<file path="src/rtl/stroke_builder.sv">
// rtl/stroke_builder.sv - touch samples to line segments with pen-up timeout
module stroke_builder #(
  parameter int SCREEN_W      = 240,
  parameter int SCREEN_H      = 320,
  parameter int PEN_UP_CYCLES = 5_000_000
) (
  input  logic        clk_in,
  input  logic        rst_in,
  input  logic        touch_valid_in,
  input  logic [11:0] x_in,
  input  logic [11:0] y_in,
  input  logic [2:0]  color_in,
  input  logic        seg_ready_in,
  output logic        valid_out,
  output logic [7:0]  col1_out,
  output logic [7:0]  col2_out,
  output logic [8:0]  row1_out,
  output logic [8:0]  row2_out,
  output logic [2:0]  color_out,
  output logic        pen_down_out,
  output logic [7:0]  drop_count_out
);

  localparam int TW = $clog2(PEN_UP_CYCLES + 1);
  localparam logic [TW-1:0] TIMER_MAX = TW'(PEN_UP_CYCLES - 1);

  typedef enum logic {IDLE = 1'b0, DOWN = 1'b1} state_t;

  state_t        state, state_next;
  logic          s1_valid;
  logic [7:0]    s1_col;
  logic [8:0]    s1_row;
  logic [2:0]    s1_color;
  logic [7:0]    last_col;
  logic [8:0]    last_row;
  logic [TW-1:0] timer;

  logic          build;
  logic          accept;
  logic          can_load;
  logic          load;
  logic          drop;
  logic          update_last;
  logic          timeout;
  logic [7:0]    seg_col1;
  logic [8:0]    seg_row1;

  // Stage 1: scale raw touch coordinates to screen pixels using the full product
  always_ff @(posedge clk_in or negedge rst_in) begin
    if (!rst_in) begin
      s1_valid <= 1'b0;
      s1_col   <= '0;
      s1_row   <= '0;
      s1_color <= '0;
    end else begin
      s1_valid <= touch_valid_in;
      if (touch_valid_in) begin
        s1_col   <= 8'((24'(x_in) * 24'(SCREEN_W)) >> 12);
        s1_row   <= 9'((24'(y_in) * 24'(SCREEN_H)) >> 12);
        s1_color <= color_in;
      end
    end
  end

  // Pen-up timer: restarts on every raw strobe, saturates one short of the limit
  always_ff @(posedge clk_in or negedge rst_in) begin
    if (!rst_in) begin
      timer <= '0;
    end else if (touch_valid_in) begin
      timer <= '0;
    end else if (timer != TIMER_MAX) begin
      timer <= timer + 1'b1;
    end
  end

  // State register
  always_ff @(posedge clk_in or negedge rst_in) begin
    if (!rst_in) begin
      state <= IDLE;
    end else begin
      state <= state_next;
    end
  end

  // Next state and segment construction; a touch in the timeout cycle keeps the stroke alive
  always_comb begin
    state_next  = state;
    build       = 1'b0;
    seg_col1    = s1_col;
    seg_row1    = s1_row;
    accept      = valid_out && seg_ready_in;
    can_load    = !valid_out || accept;
    timeout     = (state == DOWN) && !touch_valid_in && (timer == TIMER_MAX);
    case (state)
      IDLE: begin
        if (s1_valid) begin
          build      = 1'b1;
          state_next = DOWN;
        end
      end
      DOWN: begin
        if (s1_valid && ((s1_col != last_col) || (s1_row != last_row))) begin
          build    = 1'b1;
          seg_col1 = last_col;
          seg_row1 = last_row;
        end
        if (timeout) begin
          state_next = IDLE;
        end
      end
      default: state_next = IDLE;
    endcase
    load        = build && can_load;
    drop        = build && !can_load;
    // A new stroke always anchors at its first point; mid-stroke only issued points advance it
    update_last = (s1_valid && (state == IDLE)) || load;
  end

  // Last issued point of the current stroke
  always_ff @(posedge clk_in or negedge rst_in) begin
    if (!rst_in) begin
      last_col <= '0;
      last_row <= '0;
    end else if (update_last) begin
      last_col <= s1_col;
      last_row <= s1_row;
    end
  end

  // One-entry output register; contents held stable until accepted
  always_ff @(posedge clk_in or negedge rst_in) begin
    if (!rst_in) begin
      valid_out <= 1'b0;
      col1_out  <= '0;
      col2_out  <= '0;
      row1_out  <= '0;
      row2_out  <= '0;
      color_out <= '0;
    end else if (load) begin
      valid_out <= 1'b1;
      col1_out  <= seg_col1;
      row1_out  <= seg_row1;
      col2_out  <= s1_col;
      row2_out  <= s1_row;
      color_out <= s1_color;
    end else if (accept) begin
      valid_out <= 1'b0;
    end
  end

  // Saturating count of segments lost to a full output register
  always_ff @(posedge clk_in or negedge rst_in) begin
    if (!rst_in) begin
      drop_count_out <= '0;
    end else if (drop && (drop_count_out != 8'hFF)) begin
      drop_count_out <= drop_count_out + 8'd1;
    end
  end

  assign pen_down_out = (state == DOWN);

endmodule

</file>
<file path="config.mk">
export PLATFORM = sky130hd
export DESIGN_NAME = stroke_builder
export DESIGN_NICKNAME = d
export VERILOG_FILES = /design/src/rtl/stroke_builder.sv
export SDC_FILE = /design/constraint.sdc
export NUM_CORES = 1
export LEC_CHECK = 0
export CORE_ASPECT_RATIO = 1.2
export CORE_UTILIZATION = 47
export CTS_CLUSTER_SIZE = 10
export DETAILED_ROUTE_END_ITERATION = 10
export PLACE_DENSITY = 0.76
export SYNTH_ARGS = -nofsm -noshare
export SYNTH_HDL_FRONTEND = slang
export SYNTH_SLANG_ARGS = --single-unit
</file>
<file path="constraint.sdc">
create_clock -name clk_in -period 2.9 [get_ports clk_in]
set_clock_uncertainty 0.1 [all_clocks]
set_input_delay 0.87 -clock clk_in [delete_from_list [all_inputs] [get_ports clk_in]]
set_output_delay 0.87 -clock clk_in [all_outputs]
set_load 0.02 [all_outputs]
</file>
==> results.cfg <==
[yosys]
synth_seq_area_share_pct = 42.9
synthArstFlopShare_pct = 100
synth.ff_latch_count = 108
syn_avg_cell_area_um2 = 11.5
number_of_enable_flip_flop_cells_after_synthesis = 0
synthFlopType = dfrtp_1
ys.warnings.count = 0
synth_cell_types = 54
syn-num-nets = 638
post_synth_instance_area_um2 = 6300
syn_inst = 548

[sta]
timing_worst_slew_pin_value_ns = 1.14
timing_hold_violations_final = 0
finalCriticalPeriod_ns = 3.42
setup_repair_after_global_routing_missed_its_margin = true
slew_violations = 0
timing.final.ws_setup_ns = -0.517
final_setup_fails = 8
totalNegativeSetupSlack_ns = -3.53
max_clock_freq_mhz = 293
final_min_period_over_clock_period_pct = 118
max-slew-margin-rel_pct = 23.5

[grt]
grt_max_degree = 45
antenna_found_initial = 0
grt.overflow.total = 0
first_pass_grt_wire_length_um = 23200
via_count_of_the_first_global_routing_pass = 4943
globalRouteTotalUtil_pct = 21.7

[finish]
filler_cell_count = 993
final_common_cell = dfrtp_1
layout.cells.most_common_list = dfrtp_1 (108), buf_4 (62), clkdlybuf4s50_1 (57)
final_layout_size_suffix_gt1_share_pct = 28.0
area_growth_pct = 31.9
insertedDiodeCount = 0
layout.cell_area.non_filler_um2 = 8310
fin_nets = 781

[drt]
via_count = 4587
firstDrtPassIters = 5
detail_route.wirelength_um = 13800
postRouteAntennaNets = 0
dr_drc_count = 0
drt_first_iter_violations = 244
wl_per_cell_um = 16.1
route.detailed.vias_per_inst = 5.33

[die]
floorplan.die.width_um = 108
fp.dieArea_um2 = 13900
fp-row-count = 45
pin_count = 78
initial_core_util_pct = 49.1
core_region_area_um2 = 12800
die_y_um = 129

[min_path]
holdCritPathClass = flip-flop to flip-flop

[clock_network]
cts.sinks = 108
largest_buffer_count_on_any_clock_path = 2
cts_tree = done
clock_tree.root_cell = clkbuf_16
cts_inserted_buffers = 9
clk_pin_slew_worst_paths_ns = 0.07
hold_fix_buffers_cts = 0
clk_latency_ns = 0.35
ctsHtreeMaxLevel = 3

[run_status]
violations_in_the_final_reports = negative setup slack
run_status = finished with violations

[worst_setup_path]
r2r_setup_slack_ns = 0.34
endpoint_kind_of_the_worst_setup_timing_path = flip-flop
worst_ep_arrival_time_ns = 3.61
worstPathRequired_ns = 3.09
cp_max_fanout = 5
timing.critical_path.from_type = input port
criticalPathCategory = input port to flip-flop

[power_and_ir_drop]
power.sequential.fraction_pct = 38.3
pleak_uw = 0.00381
ir_worst_vdd_v = 0.000424
p_sw_share_pct = 34.3
clock_power_share_pct = 20.9
net-switching-power_uw = 2070
cell_internal_pwr_uw = 3960
cellPowerDensity_nw_per_um2 = 725
share_comb_of_total_power_pct = 40.8

[placed_design]
final_replace_weighted_congestion = 0.824
hpwl_um = 10100
placedInstanceArea_um2 = 7680
io_buffers = 77

[job]
cap_viol_max_count = 0
## layout make-up
| cell class | count | area (um^2) | share of cell area, % |
|---|---|---|---|
| multi-input cells | 389 | 3600 | 43.3 |
| flip-flops and latches | 108 | 2700 | 32.5 |
| repair buffers | 147 | 1350 | 16.3 |
| clock buffers | 11 | 243 | 2.92 |
| well taps | 164 | 205 | 2.47 |
| inverters | 36 | 151 | 1.82 |
| clock inverters | 5 | 57.6 | 0.692 |
## repair_timing
item / CTS / global route
gates resized for setup: 65 / 37
pin swaps: 30 / 27
setup endpoints to repair: 15 / 15
buffers inserted: 12 / 2
## cell usage after synthesis, types with 2 or more instances
library cell | number | area, um^2
dfrtp_1 | 108 | 2700
ha_1 | 39 | 488
inv_1 | 36 | 135
xnor2_1 | 36 | 315
nor2_1 | 35 | 131
nand2_1 | 33 | 124
mux2_4 | 26 | 390
mux2_2 | 22 | 248
fa_1 | 20 | 400
mux2i_1 | 19 | 190
nand4_1 | 14 | 87.6
xor2_1 | 14 | 123
o21ai_0 | 13 | 65.1
a21oi_1 | 12 | 60.1
nand3_1 | 12 | 60.1
nor3_1 | 11 | 55.1
and3_1 | 10 | 62.6
o21ai_1 | 10 | 50.1
a21o_1 | 6 | 45.0
o21a_1 | 6 | 45.0
or3_1 | 6 | 37.5
a31oi_1 | 5 | 31.3
buf_6 | 5 | 56.3
clkbuf_1 | 5 | 18.8
nor2b_1 | 4 | 25.0
and2_1 | 3 | 18.8
nor3_2 | 3 | 30.0
o31ai_1 | 3 | 22.5
a211oi_1 | 2 | 15.0
a41oi_1 | 2 | 17.5
buf_1 | 2 | 7.51
nand2b_1 | 2 | 12.5
nor3b_1 | 2 | 15.0
nor4b_1 | 2 | 17.5
## sequential cells by signal, indices dropped and copies added, names as in the netlist
name	flops
row2_out	9
s1_valid	1
valid_out	1
last_row	9
row1_out	9
s1_color	3
color_out	3
s1_col	8
col1_out	8
col2_out	8
last_col	8
timer	23
s1_row	9
pen_down_out	1
drop_count_out	8
## power groups by stage
| stage | clock (uW) | combinational, uW | sequential, uW |
|---|---|---|---|
| floorplan | 0 | 1150 | 2480 |
| global placement | 0 | 2200 | 2300 |
| detailed placement | 0 | 2270 | 2330 |
| CTS | 1280 | 2380 | 2310 |
| global route | 1340 | 2680 | 2360 |
| finish | 1260 | 2460 | 2310 |
## metrics by stage
| step | setup WS [ns] | power (uW) | instances | hold WS, ns | utilization, % |
|---|---|---|---|---|---|
| 6_report | -0.517 | 6030 | 860 | 0.384 | 64.8 |
| 3_5_place_dp | -1.34 | 4600 | 831 | 0.371 | 59.8 |
| 2_1_floorplan | -0.616 | 3630 | 548 | 0.377 | - |
| 5_1_grt | -0.653 | 6380 | 860 | 0.409 | 64.8 |
| 4_1_cts | -0.554 | 5960 | 859 | 0.388 | 63.4 |
| 3_3_place_gp | -1.24 | 4500 | 831 | 0.362 | 59.8 |
## logic make-up (layout without fill, tap and decap cells)
group / count (synthesis) / count (layout) / synth area share, %
compound gates: 70 / 70 / 7.23
mux: 68 / 68 / 13.3
simple gates: 142 / 142 / 11.5
xor+xnor: 50 / 50 / 6.95
buf+inv: 51 / 199 / 3.97
fa+ha+maj: 59 / 59 / 14.1
flops: 108 / 108 / 42.9
## worst paths after layout
path	depth (start not counted)	to	startpoint
max	13	s1_col[2]	x_in[6]
min in group asynchronous	1	row2_out[4]	rst_in
max in group asynchronous	2	timer[0]	rst_in
min reg2reg	2	col1_out[4]	col1_out[4]
min	2	col1_out[4]	col1_out[4]
max reg2reg	5	row1_out[6]	s1_row[4]
## worst max-delay path, stage by stage
cell and delay (ns):
buf_8 0.08, clkinvlp_4 0.11, buf_6 0.14, fa_2 0.43
fa_1 0.48, inv_1 0.04, ha_2 0.18, or3_4 0.41
o211a_1 0.23, o21a_1 0.22, buf_4 0.16, nor3_4 0.15
a21o_1 0.11
## metal layers
layer  track usage, %  vias to the layer above  routed length, um
met4             9.19                        0                401
met1             25.3                     2297               5690
met2             39.0                       79               7330
li1                 -                     2186                  -
met5                0                        -                  0
met3             3.80                       25                394
(Power assumes the default switching activity.)
